**src/rtl/memory_reader_if.sv**
```systemverilog
// Bundle of control, memory-port and consumer-stream signals for memory_reader.
// The master modport is the reader itself; the slave modport is the
// surrounding system (controller, memory array and downstream consumer).
interface memory_reader_if #(
   parameter int DW = 32,
   parameter int AW = 6
);
   // burst control
   logic          start;
   logic [AW-1:0] base;
   logic [AW:0]   count;
   logic          abort;
   // synchronous memory read port
   logic          mem_rd;
   logic [AW-1:0] mem_raddr;
   logic [DW-1:0] mem_rdata;
   // downstream valid/ready stream
   logic [DW-1:0] data_out;
   logic          valid;
   logic          ready;
   // status
   logic          busy;
   logic          done;
   logic          err;

   modport master (
      input  start, base, count, abort, mem_rdata, ready,
      output mem_rd, mem_raddr, data_out, valid, busy, done, err
   );

   modport slave (
      output start, base, count, abort, mem_rdata, ready,
      input  mem_rd, mem_raddr, data_out, valid, busy, done, err
   );
endinterface

```
**src/rtl/memory_reader.sv**
```systemverilog
// memory_reader: fetches a burst of words from a 2**AW x DW memory through a
// synchronous read port and hands each word to a consumer over valid/ready.
// One word is in flight at a time: READ issues the address, WAIT captures
// the returned data, SEND holds it until the consumer takes it.
module memory_reader #(
   parameter int DW = 32,
   parameter int AW = 6
) (
   input  logic            clk,
   input  logic            rst,
   memory_reader_if.master bus
);

   typedef enum logic [2:0] {
      IDLE,
      READ,
      WAIT,
      SEND,
      DONE
   } state_t;

   // Largest burst: one pass over the whole memory.
   localparam logic [AW:0] DEPTH = {1'b1, {AW{1'b0}}};

   state_t        state_q, state_d;
   logic [AW-1:0] ptr_q, ptr_d;
   logic [AW:0]   remaining_q, remaining_d;
   logic [DW-1:0] data_q;
   logic          load_data;
   logic          err_q, err_d;

   // State register; reset forces IDLE immediately, without a clock edge.
   always_ff @(posedge clk or negedge rst) begin
      // NOTE: sequential state uses non-blocking (<=) so every register
      // samples pre-edge values regardless of process evaluation order.
      if (!rst) begin
         state_q <= IDLE;
      end else begin
         state_q <= state_d;
      end
   end

   // Next-state, burst bookkeeping and data-capture decisions.
   always_comb begin
      // NOTE: every variable gets a default before the case so no path
      // leaves one unassigned, which would otherwise infer a latch.
      state_d     = state_q;
      ptr_d       = ptr_q;
      remaining_d = remaining_q;
      load_data   = 1'b0;
      err_d       = 1'b0;

      unique case (state_q)
         IDLE: begin
            // Abort arriving with start wins: nothing starts, nothing flags.
            if (bus.start && !bus.abort) begin
               if (bus.count == '0) begin
                  err_d = 1'b1;
               end else begin
                  ptr_d       = bus.base;
                  remaining_d = (bus.count > DEPTH) ? DEPTH : bus.count;
                  state_d     = READ;
               end
            end
         end

         READ: begin
            state_d = WAIT;
         end

         WAIT: begin
            // Read data for the address issued in READ is on mem_rdata now.
            load_data = 1'b1;
            state_d   = SEND;
         end

         SEND: begin
            if (bus.ready) begin
               if (remaining_q == (AW+1)'(1)) begin
                  state_d = DONE;
               end else begin
                  remaining_d = remaining_q - (AW+1)'(1);
                  // Natural AW-bit overflow gives the wrap from top to 0.
                  ptr_d       = ptr_q + AW'(1);
                  state_d     = READ;
               end
            end
         end

         DONE: begin
            state_d = IDLE;
         end

         default: begin
            state_d = IDLE;
         end
      endcase

      // Abort overrides whatever the active state decided; the captured
      // word (if any) is dropped and the pointer/count are left as they were.
      if (bus.abort && (state_q != IDLE)) begin
         state_d     = IDLE;
         ptr_d       = ptr_q;
         remaining_d = remaining_q;
         load_data   = 1'b0;
      end
   end

   // Burst pointer and words-left counter.
   always_ff @(posedge clk or negedge rst) begin
      if (!rst) begin
         ptr_q       <= '0;
         remaining_q <= '0;
      end else begin
         ptr_q       <= ptr_d;
         remaining_q <= remaining_d;
      end
   end

   // Output word register: captured in WAIT, held through back-pressure.
   always_ff @(posedge clk or negedge rst) begin
      // NOTE: this datapath register is reset because data_out is a visible
      // output that must read zero during and right after reset.
      if (!rst) begin
         data_q <= '0;
      end else if (load_data) begin
         data_q <= bus.mem_rdata;
      end
   end

   // Zero-count error pulse, one cycle after the offending start.
   always_ff @(posedge clk or negedge rst) begin
      if (!rst) begin
         err_q <= 1'b0;
      end else begin
         err_q <= err_d;
      end
   end

   // Outputs are straight decodes of registered state, so they change only
   // on a clock edge or on reset.
   assign bus.mem_rd    = (state_q == READ);
   assign bus.mem_raddr = ptr_q;
   assign bus.data_out  = data_q;
   assign bus.valid     = (state_q == SEND);
   assign bus.busy      = (state_q != IDLE);
   assign bus.done      = (state_q == DONE);
   assign bus.err       = err_q;

endmodule

```
**src/flat_wrapper.sv**
```systemverilog
// flat-port wrapper written by rule: the top's interface ports become plain ports
module memory_reader_flat 
#(
   parameter int DW = 32,
   parameter int AW = 6
)
  (clk, rst, bus_start, bus_base, bus_count, bus_abort, bus_mem_rdata, bus_ready, bus_mem_rd, bus_mem_raddr, bus_data_out, bus_valid, bus_busy, bus_done, bus_err);
  memory_reader_if #(.DW(DW), .AW(AW)) bus_i ();
  input  logic clk;
  input  logic rst;
  input wire logic [$bits(bus_i.start)-1:0] bus_start;
  input wire logic [$bits(bus_i.base)-1:0] bus_base;
  input wire logic [$bits(bus_i.count)-1:0] bus_count;
  input wire logic [$bits(bus_i.abort)-1:0] bus_abort;
  input wire logic [$bits(bus_i.mem_rdata)-1:0] bus_mem_rdata;
  input wire logic [$bits(bus_i.ready)-1:0] bus_ready;
  output wire logic [$bits(bus_i.mem_rd)-1:0] bus_mem_rd;
  output wire logic [$bits(bus_i.mem_raddr)-1:0] bus_mem_raddr;
  output wire logic [$bits(bus_i.data_out)-1:0] bus_data_out;
  output wire logic [$bits(bus_i.valid)-1:0] bus_valid;
  output wire logic [$bits(bus_i.busy)-1:0] bus_busy;
  output wire logic [$bits(bus_i.done)-1:0] bus_done;
  output wire logic [$bits(bus_i.err)-1:0] bus_err;
  assign bus_i.start = bus_start;
  assign bus_i.base = bus_base;
  assign bus_i.count = bus_count;
  assign bus_i.abort = bus_abort;
  assign bus_i.mem_rdata = bus_mem_rdata;
  assign bus_i.ready = bus_ready;
  assign bus_mem_rd = bus_i.mem_rd;
  assign bus_mem_raddr = bus_i.mem_raddr;
  assign bus_data_out = bus_i.data_out;
  assign bus_valid = bus_i.valid;
  assign bus_busy = bus_i.busy;
  assign bus_done = bus_i.done;
  assign bus_err = bus_i.err;
  memory_reader #(.DW(DW), .AW(AW)) u_core (.clk(clk), .rst(rst), .bus(bus_i));
endmodule
```
**config.mk**
```make
export PLATFORM = sky130hd
export DESIGN_NAME = memory_reader_flat
export DESIGN_NICKNAME = d
export VERILOG_FILES = /design/src/rtl/memory_reader_if.sv /design/src/rtl/memory_reader.sv /design/src/flat_wrapper.sv
export SDC_FILE = /design/constraint.sdc
export NUM_CORES = 1
export LEC_CHECK = 0
export BUFFER_PORTS_ARGS = -buffer_cell sky130_fd_sc_hd__buf_2
export CAP_MARGIN = 25
export CORE_UTILIZATION = 45
export DETAILED_ROUTE_END_ITERATION = 10
export GPL_TIMING_DRIVEN = 0
export PLACE_DENSITY = 0.75
export SLEW_MARGIN = 10
export SYNTH_ARGS = -nofsm -noshare
export SYNTH_HDL_FRONTEND = slang
export SYNTH_SLANG_ARGS = --single-unit
```
**constraint.sdc**
```tcl
create_clock -name clk -period 4.1 [get_ports clk]
set_input_delay 0.41 -clock clk [delete_from_list [all_inputs] [get_ports clk]]
set_output_delay 0.41 -clock clk [all_outputs]
set_load 0.03 [all_outputs]
```
==> run summary, run 1 <==
The flow ran to the end, and the final reports show no timing, DRC or antenna violations. The area share of the largest cell type after synthesis is 54.4%. In the post-synthesis netlist, the cell with the most instances is dfrtp_1. Row generation in the floorplan step produced 25 rows.

The global-route wire length before repair is 7690 um. For this configuration, the core starts out at a cell density of 47.1%. The post-synthesis cell type with the largest combined area is dfrtp_1. Using the TritonRoute via totals, the vias-per-cell ratio works out to 5.11. After the last flow step, the layout net total stands at 342. The count of flip-flops with a built-in enable after synthesis is 0, and the count of unresolved DRC violations after routing is 0. The ratio of cells with drive above 1 in the final layout was 51.4%; the critical-path maximum fanout was 10. Summing internal, switching and leakage power gives 2.38 mW. For the highest ir drop seen on vdd, the log shows 0.329 mV.

The root buffer cell chosen for the clock tree is clkbuf_8. In this run, post-CTS hold repair placed 0 buffers. At the worst endpoint, the required time is 3.69 ns. The design area was 0.00295 mm^2; the synthesis-stage register bit count was 49. In this run the remaining antenna-violating nets after routing total 0. The clock passes through at most 2 buffers.

From left edge to right edge, the die measures 72.8 um. The run gives 3700 um as the half-perimeter wire length after detailed placement. After synthesis, the most frequently instantiated cells are dfrtp_1, mux2_2, o21ai_0.

The deepest level of the CTS H-tree is 2. Path type of the worst setup path: reg2out. The path class of the tightest hold or removal check is in2async. Worst hold slack: 0.114 ns. The run gives 26 as the largest net degree at the start of global routing. Dividing the final minimum period by the clock period gives 59.2%. In this run the tightest slew margin relative to its limit is 60.5%. Sorting the synthesized cells by area gives the leading types as dfrtp_1, mux2_2, o21ai_0, a21oi_1, nand3_1.

The first detailed-routing pass took 4 iterations. In this run the worst setup path terminates at bus_valid. The total number of cells along the worst setup path was 5; the average detailed-routed wire length per instance was 13.2 um. Count of pins over their slew limit: 0. Setup repair after global routing left no endpoint under its margin. The quantity of I/O buffers inserted on ports came out at 92.

The transition at the pin with the smallest max-transition slack works out to 0.593 ns. After synthesis, the share of flip-flops with an asynchronous set or reset is 100%. The worst register-to-register path ends at u_core.bus.mem_raddr[5]. The post-layout utilization of the core came out at 61.5%. The hold violation total from the final report is 0. The most repeated library cell on the critical path was buf_2. The cell area reported after detailed placement came out at 0.00283 mm^2. The post-synth net total was 242; the count of clock tree sinks was 49. TritonCTS built the clock tree. Across the run, the number of max-cap violations was 0. The synthesized netlist contains 40 unique library cells. Setup violations remaining at the end of the flow were counted as 0. The logs give 0 for the number of antenna violations at the first check in global routing and 0.00529 mm^2 for the die footprint.

For the worst-skew pair, the clock arrives at the later sink with an insertion delay of 0.29 ns. Cell at the slowest stage of the critical path: dfrtp_1. For the via count of the first global-routing pass, the log shows 1707.

Main flop type after synthesis: dfrtp_1. The count of synthesis-stage warnings from yosys came out at 0. 93 I/O pins were placed. The sum of overflow across all layers after global routing is 0. In this design, the largest share of critical-path delay is due to buffers and inverters. After the first detailed-routing iteration, the DRC count stood at 71. The worst endpoint data arrival time is 2.02 ns, and the maximum clock frequency is 0.412 GHz.

The logs give 4710 um for the total wire length after detailed routing and 0 for the total of cells resized after clock tree synthesis. The congestion estimate from routability-driven global placement came to 0.821. The tools report the total inserted antenna cells as 0.

The average size of a mapped cell is 11.9 um^2, and the layout overhead on the synthesized area is 30.7%. Summing every instance area after synthesis gives 0.00225 mm^2. The logs give 0.00494 ns for the final clock skew and 2.21 ns for the flop-to-flop setup slack. Together, buffers and inverters on the worst path number 4. The number of vias in the routed layout is 1826, and the gate count of the mapped netlist is 189. The total area inside the core boundary comes to 0.00479 mm^2. The worst setup path is captured at an output pin. The largest stage delay on the critical path works out to 0.33 ns. The tools report the leakage power of the design as 1.41 nW. In this run the vertical extent of the chip is 72.8 um. The total power per unit cell area works out to 809 mW/mm^2. Subtracting the final worst setup slack from the clock period gives 2.43 ns. The worst-case reg-to-reg path depth is 7, and the post-CTS setup-driven buffer insertion count is 0. For the final routed database, the setup TNS stands at 0 ns.

The sequential cell area fraction in the yosys report is 54.4%, and the total global-route track usage is 18.7%. The tools report the critical path launch point type as a flip-flop. The clock slew seen by the registers of the worst setup and hold paths came out at 0.09 ns. Clock tree synthesis inserted a total of 5 buffers. The critical path starts at u_core.state_q[0]. The critical register-to-register path startpoint is u_core.state_q[0]. The signal on the critical path passes through clkbuf_1 -> nand3b_1 -> inv_1 -> buf_2 -> buf_2.
## where the power goes
group	internal [mW]	leakage [nW]	switching [mW]
Combinational	0.429	0.757	0.770
Clock	0.198	0.0574	0.151
Sequential	0.711	0.591	0.123
## registers in the layout (all words and copies together), names as in the netlist
name	flops
u_core.remaining_q	7
u_core.bus.err	1
u_core.bus.data_out	32
u_core.bus.mem_raddr	6
u_core.state_q	3
## layout by cell type, fill, tap and decap left out, types with 2 or more instances in the layout
cell type / n
o21ai_0: 15
a21oi_2: 2
and2_1: 2
nor3_1: 3
clkbuf_1: 2
nor3b_1: 2
mux2_2: 31
and3_1: 2
nor2b_1: 2
buf_2: 95
a31oi_1: 5
nand3_1: 10
buf_4: 3
a21oi_1: 10
inv_1: 6
buf_6: 2
nor2_1: 9
nand2_1: 7
clkbuf_8: 6
ha_1: 3
a22oi_1: 2
dfrtp_1: 49
## kinds of logic (layout without fill, tap and decap cells)
group / after synthesis / after routing / synth area share, %
AOI/OAI and AO/OA: 45 / 45 / 12.9
adders and majority gates: 3 / 3 / 1.67
buffers and inverters: 16 / 117 / 4.00
DFF: 49 / 49 / 54.4
muxes: 33 / 33 / 16.4
and+or+nand+nor: 43 / 43 / 10.6
## metrics by stage
| stage | setup WS [ns] | instances |
|---|---|---|
| 2_1_floorplan | 2.38 | 189 |
| 3_3_place_gp | 2.04 | 348 |
| 3_5_place_dp | 2.03 | 349 |
| 4_1_cts | 1.69 | 357 |
| 5_1_grt | 1.51 | 357 |
| 6_report | 1.67 | 357 |
## routing by layer
metal | track usage [%] | vias up | part of all wire [%]
li1 | - | 887 | -
met1 | 23.6 | 858 | 43
met2 | 32.8 | 79 | 49
met3 | 4.56 | 2 | 7.8
met4 | 3.27 | 0 | 0.17
met5 | 0 | - | 0
## worst min path at each step
| stage | from | to | cells past startpoint |
|---|---|---|---|
| after floorplan | rst | u_core.bus.data_out[0] | 0 |
| after global placement | u_core.bus.data_out[29] | u_core.bus.data_out[29] | 1 |
| after detailed placement | rst | u_core.bus.data_out[9] | 1 |
| after CTS | rst | u_core.bus.data_out[9] | 1 |
| after global routing | rst | u_core.bus.data_out[9] | 1 |
| final | rst | u_core.bus.data_out[9] | 1 |
## final cells by class
cell class | instances | area, um^2
Timing Repair Buffer | 93 | 488
Inverter | 6 | 22.5
Clock inverter | 2 | 37.5
Tap cell | 67 | 83.8
Buffer | 10 | 67.6
Clock buffer | 6 | 82.6
Multi-Input combinational cell | 124 | 937
Fill cell | 405 | 1840
Sequential cell | 49 | 1230
Note: power is estimated with default switching activity, not from simulation.
==> inputs of run 2 (changes only) <==
==> constraint.sdc (replaced) <==
create_clock -name clk -period 2.4 [get_ports clk]
set_input_delay 0.24 -clock clk [delete_from_list [all_inputs] [get_ports clk]]
set_output_delay 0.24 -clock clk [all_outputs]
set_load 0.03 [all_outputs]
==> run 2 against run 1 <==
Worst setup slack got worse by 1.4 ns. Routed wire length rose by 0.36%. Total power rose by 71%. Design area rose by 0.34%. Clock power rose by 71%. Combinational power rose by 71%. Via count rose by 0.71%. Cell count rose by 0.28%. Critical path type unchanged. Largest power group unchanged. Highest routed layer unchanged.
==> run summary, run 2 (synthesis gave the netlist of run 1 again) <==
The flow ran to the end, and the final reports show no timing, DRC or antenna violations. Across all layers, the routed design uses 1839 vias. Compared with the post-synthesis result, the final layout area differs by 31.1%.

STA classifies the critical path startpoint as a flip-flop. The count of antenna-violating nets left after detailed routing came out at 0. Clock slew seen by the registers of the worst setup and hold paths: 0.09 ns. The flop-to-flop setup slack is 0.55 ns, and the worst-case reg-to-reg path depth is 6. The run gives 1719 as the via count of the first global-routing pass.

The tightest min-delay check is of the in2reg type. TritonCTS built the clock tree. After detailed placement, the design holds a cell count of 349. The tools report the worst hold slack as 0.164 ns. Type of element capturing the critical path: an output pin.

The final layout contains 343 nets. After detailed routing, the total wire length is 4730 um. The logs give 50.4% for the portion of total power attributed to combinational logic and 0 ns for the final setup TNS. Once the floorplan was initialized, standard cells occupied 47.1% of the core.

At the worst endpoint, the arrival time is 1.94 ns. The critical-path maximum fanout was 10; the internal cell power was 2.29 mW. VDD sags by at most 0.564 mV. The floorplan has 25 rows.

For the clock share of power, the log shows 14.6%. CTS saw 49 sinks. The critical path startpoint was u_core.state_q[0].

The height of the chip is 72.8 um, and the core area is 0.00479 mm^2. Across the routed clock network, the largest skew measured is 0.00478 ns. The HPWL after detailed placement is 3700 um. Setup repair after global routing left no endpoint under its margin. The CTS buffer count is 5, and the worst slack at placement is 0.500 ns. Net switching is 43.8% of the power. The termination of the worst setup path is bus_valid.

Entering global routing, the biggest net connects 26 pins. Using the TritonRoute via totals, the vias-per-cell ratio works out to 5.14. The floorplan step defined a die boundary enclosing 0.00529 mm^2.

The first global-routing pass estimated 7720 um of wire. Leaving out fill and tap cells, the most frequent cell in the layout is buf_2. The number of antenna violations at the first check in global routing was 0.

The quantity of I/O buffers inserted on ports came out at 92. The congestion estimate from routability-driven global placement came to 0.821. In the layout the commonest cells are buf_2, dfrtp_1, mux2_2.

The largest stage delay on the critical path came out at 0.33 ns. The critical path goes through clkbuf_1 -> nand3b_1 -> inv_2 -> buf_2 -> buf_2. The die outline width works out to 72.8 um. The total power per unit cell area was 1380 mW/mm^2; the period utilization was 90.7%. The detailed router finished its first iteration with 85 violations. Measured against its own limit, the worst slew margin works out to 59.8%.

In the routed design, unresolved DRC markers number 0. Required time of the critical path: 2.16 ns. The register with the most flip-flops in the layout has 32 of them.

In this run the number of H-tree levels came out at 2. The number of max-cap violations came out at 0. The ratio of cells with drive above 1 in the final layout was 51.5%. The cell at the slowest stage of the critical path was dfrtp_1.

The sequential group share of total power is 35.0%. Maximum clock frequency: 0.459 GHz. Path type of the worst setup path: reg2out. For the pin with the worst max-slew slack, the measured transition is 0.603 ns. The sum of overflow across all layers after global routing came out at 0. Number of standard cells in the final layout excluding fillers: 358. Counting the fill cells in the layout gives 401. The logs give 1.41 nW for the leakage power of the design and 18.7% for the total global-route track usage. I/O pin count: 93. The hold violation total from the final report was 0.

For this design the total switching power over the nets is 1.78 mW. The total inserted antenna cells is 0, and the setup-violating endpoint count in the final report is 0. The worst register-to-register path begins at u_core.state_q[1]. For this run, the detailed router's first-pass iteration total came to 4.

The capture instance of the worst register-to-register path was u_core.bus.data_out[18]. In the final routed layout, each cell accounts on average for 13.2 um. The worst path in the final design needs a cycle of 2.18 ns, including I/O delays and setup.

The tools report the clock root buffer master as clkbuf_8. After layout, the worst setup slack is 0.222 ns. The tools report the count of pins over their slew limit as 0. Clock latency on the worst-skew pair, taken at its later pin, is 0.29 ns.

Most repeated library cell on the critical path: buf_2. The clock passes through at most 2 buffers.
==> run 2: how the worst min path moves through the flow <==
stage                      startpoint                      end  depth (start not counted)
finish              bus_mem_rdata[29]  u_core.bus.data_out[29]                          2
CTS                 bus_mem_rdata[29]  u_core.bus.data_out[29]                          2
detailed placement                rst   u_core.bus.data_out[9]                          1
floorplan                         rst   u_core.bus.data_out[0]                          0
global placement    bus_mem_rdata[29]  u_core.bus.data_out[29]                          2
global route        bus_mem_rdata[29]  u_core.bus.data_out[29]                          2
==> run 2: timing repair <==
action / CTS / global route
gates resized for setup: 0 / 1
hold endpoints to repair: 24 / 0
buffers inserted: 0 / 0
hold buffers: 1 / 0
endpoints found under the setup margin: 0 / 1
==> run 2: metrics by stage <==
| step | power (mW) | cell area, um^2 | utilization (%) |
|---|---|---|---|
| final | 4.07 | 2960 | 61.8 |
| after global routing | 4.34 | 2960 | 61.8 |
| after CTS | 4.11 | 2960 | 61.8 |
| after detailed placement | 3.51 | 2830 | 59.0 |
| after global placement | 3.44 | 2800 | 58.5 |
| after floorplan | 2.89 | 2250 | - |
==> run 2: layout make-up <==
| class | count | area [um^2] | area share, % |
|---|---|---|---|
| flip-flops and latches | 49 | 1230 | 41.5 |
| multi-input cells | 124 | 937 | 31.7 |
| repair buffers | 94 | 498 | 16.9 |
| well taps | 67 | 83.8 | 2.84 |
| clock buffers | 6 | 82.6 | 2.79 |
| plain buffers | 10 | 67.6 | 2.29 |
| clock inverters | 2 | 37.5 | 1.27 |
| inverters | 6 | 22.5 | 0.762 |
==> run 2: per-layer routing <==
metal | routed length [um] | track usage (%) | vias to the layer above
li1 | - | - | 887
met1 | 2020 | 23.6 | 868
met2 | 2320 | 32.9 | 82
met3 | 382 | 4.70 | 2
met4 | 8 | 3.27 | 0
met5 | 0 | 0 | -
==> run 2: power groups by stage <==
stage	clock, mW	sequential [mW]	combinational [mW]
2_1_floorplan	0	2.08	0.813
3_3_place_gp	0	1.42	2.01
3_5_place_dp	0	1.44	2.06
4_1_cts	0.613	1.43	2.07
5_1_grt	0.646	1.48	2.22
6_report	0.596	1.42	2.05
==> run 2: critical path, delay by kind of cell, from the launching register on <==
kind	cells	cell delay (ns)
buffers and inverters	4	0.98
DFF	1	0.33
and+or+nand+nor	1	0.33
